<file path="config.mk">
export PLATFORM = sky130hd
export DESIGN_NAME = alu_share_arbiter
export DESIGN_NICKNAME = d
export VERILOG_FILES = /design/src/rtl/alu_share_arbiter.sv
export SDC_FILE = /design/constraint.sdc
export NUM_CORES = 1
export LEC_CHECK = 0
export CORE_MARGIN = 2
export CORE_UTILIZATION = 32
export CTS_BUF_LIST = sky130_fd_sc_hd__clkbuf_8
export DETAILED_ROUTE_END_ITERATION = 8
export GPL_ROUTABILITY_DRIVEN = 0
export PLACE_DENSITY = 0.84
export SYNTH_ARGS = -nofsm -noshare
export SYNTH_HDL_FRONTEND = slang
export SYNTH_SLANG_ARGS = --single-unit
</file>
<file path="constraint.sdc">
create_clock -name clk -period 1.38 [get_ports clk]
set_input_delay 0.276 -clock clk [delete_from_list [all_inputs] [get_ports clk]]
set_output_delay 0.276 -clock clk [all_outputs]
set_load 0.005 [all_outputs]
</file>
<file path="src/rtl/alu_share_arbiter.sv">
// -----------------------------------------------------------------------------
// alu_share_arbiter
//   Time-shares one external combinational ALU among NREQ requesters. A
//   round-robin arbiter picks one request at a time. Its operands are latched
//   and presented to the ALU for exactly one cycle. The ALU outputs are
//   captured and returned on a single tagged response channel. Only one
//   operation is in flight, so throughput is at most one op per three cycles.
//
// Ports
//   clk, rst                 rising-edge clock, synchronous active-high reset
//   req_valid / req_ready    per-requester handshake; req_ready is a one-hot
//                            accept pulse, asserted only while idle
//   req_srca, req_regdata2,
//   req_immext, req_alusrc,
//   req_ctrl                 per-requester operands, slice i = [i*W +: W]
//   rsp_valid / rsp_ready    response handshake
//   rsp_id, rsp_result,
//   rsp_zero, rsp_err        owner index, captured ALU outputs, illegal-ctrl flag
//   alu_*                    operand bus to the shared ALU (zero unless issuing)
//   alu_result, alu_zero     combinational ALU outputs
// -----------------------------------------------------------------------------
module alu_share_arbiter #(
    parameter int NREQ = 2,
    parameter int W    = 32,
    localparam int IDW = (NREQ > 1) ? $clog2(NREQ) : 1
) (
    input  logic              clk,
    input  logic              rst,
    input  logic [NREQ-1:0]   req_valid,
    output logic [NREQ-1:0]   req_ready,
    input  logic [NREQ*W-1:0] req_srca,
    input  logic [NREQ*W-1:0] req_regdata2,
    input  logic [NREQ*W-1:0] req_immext,
    input  logic [NREQ-1:0]   req_alusrc,
    input  logic [NREQ*3-1:0] req_ctrl,
    output logic              rsp_valid,
    input  logic              rsp_ready,
    output logic [IDW-1:0]    rsp_id,
    output logic [W-1:0]      rsp_result,
    output logic              rsp_zero,
    output logic              rsp_err,
    output logic [W-1:0]      alu_srca,
    output logic [W-1:0]      alu_regdata2,
    output logic [W-1:0]      alu_immext,
    output logic              alu_alusrc,
    output logic [2:0]        alu_ctrl,
    input  logic [W-1:0]      alu_result,
    input  logic              alu_zero
);

    typedef enum logic [1:0] {
        S_IDLE  = 2'd0,
        S_ISSUE = 2'd1,
        S_RESP  = 2'd2
    } state_t;

    localparam logic [IDW:0]   NREQ_W   = NREQ[IDW:0];
    localparam logic [IDW-1:0] LAST_IDX = IDW'(NREQ - 1);

    state_t         state_q, state_d;
    logic [IDW-1:0] ptr_q, ptr_d;

    logic [W-1:0]   srca_q, regdata2_q, immext_q;
    logic           alusrc_q;
    logic [2:0]     ctrl_q;
    logic [IDW-1:0] id_q;
    logic [W-1:0]   result_q;
    logic           zero_q;
    logic           err_q;

    logic           grant_found;
    logic [IDW-1:0] grant_idx;
    logic [IDW:0]   cand;
    logic           accept;
    logic           ctrl_illegal;

    // Per-requester views of the flattened operand buses.
    logic [W-1:0] srca_arr     [NREQ];
    logic [W-1:0] regdata2_arr [NREQ];
    logic [W-1:0] immext_arr   [NREQ];
    logic [2:0]   ctrl_arr     [NREQ];

    genvar gi;
    generate
        for (gi = 0; gi < NREQ; gi++) begin : g_unpack
            assign srca_arr[gi]     = req_srca[gi*W +: W];
            assign regdata2_arr[gi] = req_regdata2[gi*W +: W];
            assign immext_arr[gi]   = req_immext[gi*W +: W];
            assign ctrl_arr[gi]     = req_ctrl[gi*3 +: 3];
        end
    endgenerate

    // Round-robin search: scan offsets from the highest down so the lowest
    // offset from the pointer (the closest candidate) is the last one written.
    always_comb begin
        grant_found = 1'b0;
        grant_idx   = '0;
        cand        = '0;
        for (int k = NREQ - 1; k >= 0; k--) begin
            cand = {1'b0, ptr_q} + k[IDW:0];
            if (cand >= NREQ_W) begin
                cand = cand - NREQ_W;
            end
            if (req_valid[cand[IDW-1:0]]) begin
                grant_found = 1'b1;
                grant_idx   = cand[IDW-1:0];
            end
        end
    end

    assign accept = (state_q == S_IDLE) && grant_found && !rst;

    always_comb begin
        req_ready = '0;
        if (accept) begin
            req_ready[grant_idx] = 1'b1;
        end
    end

    always_comb begin
        case (ctrl_q)
            3'b000, 3'b001, 3'b010, 3'b011, 3'b101: ctrl_illegal = 1'b0;
            default:                                ctrl_illegal = 1'b1;
        endcase
    end

    // Next-state logic.
    always_comb begin
        state_d = state_q;
        ptr_d   = ptr_q;
        case (state_q)
            S_IDLE: begin
                if (grant_found) begin
                    state_d = S_ISSUE;
                    ptr_d   = (grant_idx == LAST_IDX) ? '0 : grant_idx + 1'b1;
                end
            end
            S_ISSUE: state_d = S_RESP;
            S_RESP: begin
                if (rsp_ready) begin
                    state_d = S_IDLE;
                end
            end
            default: state_d = S_IDLE;
        endcase
    end

    always_ff @(posedge clk) begin
        if (rst) begin
            state_q    <= S_IDLE;
            ptr_q      <= '0;
            srca_q     <= '0;
            regdata2_q <= '0;
            immext_q   <= '0;
            alusrc_q   <= 1'b0;
            ctrl_q     <= '0;
            id_q       <= '0;
            result_q   <= '0;
            zero_q     <= 1'b0;
            err_q      <= 1'b0;
        end else begin
            state_q <= state_d;
            ptr_q   <= ptr_d;
            if (accept) begin
                srca_q     <= srca_arr[grant_idx];
                regdata2_q <= regdata2_arr[grant_idx];
                immext_q   <= immext_arr[grant_idx];
                alusrc_q   <= req_alusrc[grant_idx];
                ctrl_q     <= ctrl_arr[grant_idx];
                id_q       <= grant_idx;
            end
            if (state_q == S_ISSUE) begin
                result_q <= alu_result;
                zero_q   <= alu_zero;
                err_q    <= ctrl_illegal;
            end
        end
    end

    // The ALU sees operands only in the issue cycle; the response fields are
    // gated so nothing leaks out before the result is actually valid.
    always_comb begin
        alu_srca     = '0;
        alu_regdata2 = '0;
        alu_immext   = '0;
        alu_alusrc   = 1'b0;
        alu_ctrl     = '0;
        if (state_q == S_ISSUE) begin
            alu_srca     = srca_q;
            alu_regdata2 = regdata2_q;
            alu_immext   = immext_q;
            alu_alusrc   = alusrc_q;
            alu_ctrl     = ctrl_q;
        end
    end

    always_comb begin
        rsp_valid  = 1'b0;
        rsp_id     = '0;
        rsp_result = '0;
        rsp_zero   = 1'b0;
        rsp_err    = 1'b0;
        if (state_q == S_RESP) begin
            rsp_valid  = 1'b1;
            rsp_id     = id_q;
            rsp_result = result_q;
            rsp_zero   = zero_q;
            rsp_err    = err_q;
        end
    end

endmodule

</file>
==> results.sh <==
export IMPL_drive_gt1_frac=0.322
export IMPL_required_ns=1.10
export IMPL_crit_fanout=26
export IMPL_cts_buffers=17
export IMPL_port_buffers=375
export IMPL_fp_row_count=52
export IMPL_synth_seq_cells=138
export IMPL_status="finished, violations left"
export IMPL_tns_ns=-116.62
export IMPL_yosysTopAreaCellShare=0.415
export IMPL_placedCellCount=1417
export IMPL_synth_cell_types=22
export IMPL_initialDrtViolationCount=836
export IMPL_max_slew_margin=0.663
export IMPL_ios=376
export IMPL_syn2layout_area_growth_pct=103
export IMPL_violations="setup timing"
export IMPL_max_cap_violations=0
export IMPL_antenna_found_initial=1
export IMPL_period_minus_slack_ns=2.18
export IMPL_avgSynthCellArea_um2=7.95
export IMPL_worstSetupPathType="reg -> out"
export IMPL_leakagePower_nw=5.78
export IMPL_grt_pass1_wl_um=41700
export IMPL_clockBufferDepth=2
export IMPL_rsz0062_at_grt="true"
export IMPL_crit_arrival_ns=1.90
export IMPL_final_cells=1577
export IMPL_start_util=0.328
export IMPL_drt_wirelength_per_cell_um=23.5
export IMPL_tritoncts="built"
export IMPL_clk_pin_slew_ns=0.09
export IMPL_powerDensity_nw_per_um2=909
export IMPL_final_common_cell="clkdlybuf4s50_1"
export IMPL_nNetsFinal=1529
export IMPL_final_cell_mix="clkdlybuf4s50_1, dfxtp_1, buf_6"
export IMPL_synth_largest_area_cell="dfxtp_1"
export IMPL_viasPerCell=5.72
export IMPL_synth_compound_area_frac=0.194
export IMPL_slowest_delay_ns=0.50
export IMPL_chipWidth_um=148
export IMPL_slowest_stage="clkdlybuf4s50_1"
export IMPL_synth_warnings=0
export IMPL_grt_max_degree=80
export IMPL_setup_ws_ns=-0.796
export IMPL_drt_wl_total_um=37000
export IMPL_clock_skew_ns=0.0105
export IMPL_cts_root_buf="clkbuf_8"
export IMPL_slew_violations=0
export IMPL_syn_nets=1075
export IMPL_synth_xor_area_frac=0
export IMPL_synth_top_family_by_area="simple AND/OR/NAND/NOR gates"
export IMPL_hp_class="in -> reg"
export IMPL_seq_area_frac_synth=0.415
export IMPL_startpoint_type="flop"
export IMPL_worstPathCellList="nor2b_4 -> buf_12 -> and2_1 -> clkdlybuf4s50_1"
export IMPL_cts_sinks=138
export IMPL_clock_fmax_mhz=460
export IMPL_core_area_um2=20300
export IMPL_irDropWorstVdd_mv=0.677
export IMPL_fp_dieArea_um2=22000
export IMPL_setup_viol=271
export IMPL_worst_pin_slew_ns=0.506
export IMPL_netlist_area_um2=6660
export IMPL_die_y_um=148
export IMPL_ant_nets=0
export IMPL_hold_viol=0
export IMPL_clk_latency_ns=0.45
export IMPL_yosys_area_share_simple=0.326
export IMPL_crit_path_end_kind="output port"
export IMPL_track_usage=0.239
export IMPL_yosys_mux_area_fraction=0
export IMPL_firstDrtPassIters=7
export IMPL_drc_errors=0
export IMPL_hold_buffers=0
export IMPL_htreeDepth=4
export IMPL_synth_fa_ha_area_frac=0
export IMPL_period_share=1.58
export IMPL_synth_area_leaders="dfxtp_1, and2_1, a31oi_1"
export IMPL_vias=9015
export IMPL_fin_hold_ws_ns=0.375
export IMPL_grt_pass1_vias=7587
export IMPL_grt_ovfl_total=0
export IMPL_dpl_hpwl_um=18400
export IMPL_critPathTopFamily="buffers and inverters"
export IMPL_crit_buf_inv=2
export IMPL_synth_cells=837
[sequential cells by signal, summed over array words and instances (netlist names)]
signal      count
immext_q       32
result_q       32
ctrl_q          3
srca_q         32
regdata2_q     32
id_q            1
err_q           1
alusrc_q        1
zero_q          1
ptr_q           1
state_q         2
[where the power goes]
| group | leakage, nW | internal, mW | switching, mW |
|---|---|---|---|
| Clock | 0.213 | 1.97 | 1.78 |
| Combinational | 4.44 | 2.32 | 1.74 |
| Sequential | 1.13 | 4.28 | 0.188 |
[tightest hold or removal path: cells and delay by family]
kind,cells,cell delay (ns)
buffers and inverters,1,0.39
AND/OR/NAND/NOR,1,0.05
AO/OA/AOI/OAI,1,0.05
[cell usage after synthesis, drive strengths merged]
master / number
a21boi: 1
a21o: 1
a21oi: 37
a221o: 30
a31oi: 70
and2: 136
and3: 31
buf: 45
clkbuf: 57
dfxtp: 138
nand2: 67
nand2b: 4
nand3: 71
nand4: 70
nor2: 2
nor2b: 2
nor3: 3
o21ai: 70
or2: 2
[routing by layer]
metal | track usage | part of all wire
met1 | 0.291 | 0.39
met2 | 0.396 | 0.46
met3 | 0.0706 | 0.10
met4 | 0.0971 | 0.044
met5 | 0 | 0
[cell type report]
| class | count | area (µm²) |
|---|---|---|
| Sequential cell | 138 | 2770 |
| Antenna cell | 4 | 10.0 |
| Clock inverter | 14 | 194 |
| Multi-Input combinational cell | 598 | 3830 |
| Clock buffer | 17 | 234 |
| Timing Repair Buffer | 536 | 6140 |
| Fill cell | 1530 | 6790 |
| Tap cell | 270 | 338 |
[logic make-up (layout without fill, tap and decap cells)]
group,Yosys count,after routing
and+or+nand+nor,388,389
other,0,4
buffers and inverters,102,567
AOI/OAI and AO/OA,209,209
DFF,138,138
[timing repair]
item | 4_1_cts | 5_1_grt
pin swaps | 28 | 120
setup endpoints to repair | 241 | 257
cloned | 2 | 46
setup buffers | 5 | 74
resized for setup | 33 | 586
[worst paths after layout]
kind	from	endpoint	slack (ns)	depth (start not counted)
max reg2reg	state_q[1]$_SDFFE_PP0P_	regdata2_q[6]$_SDFFE_PP0P_	-0.39	8
max	state_q[0]$_SDFFE_PP0P_	alu_immext[26]	-0.80	4
min reg2reg	result_q[19]$_SDFFE_PP0N_	result_q[19]$_SDFFE_PP0N_	0.46	2
min	alu_result[27]	result_q[27]$_SDFFE_PP0N_	0.37	3
[stage by stage]
| stage | cell area (µm²) | utilization | total power, mW | setup WS [ns] |
|---|---|---|---|---|
| 3_5_place_dp | 10800 | 0.533 | 6.90 | -0.549 |
| 6_report | 13500 | 0.666 | 12.3 | -0.796 |
| 4_1_cts | 11400 | 0.561 | 10.7 | -0.913 |
| 5_1_grt | 13500 | 0.665 | 12.7 | -0.884 |
| 2_1_floorplan | 6720 | - | 5.52 | -0.0338 |
| 3_3_place_gp | 10800 | 0.533 | 6.86 | -0.558 |
Power figures use the tool's default switching activity.
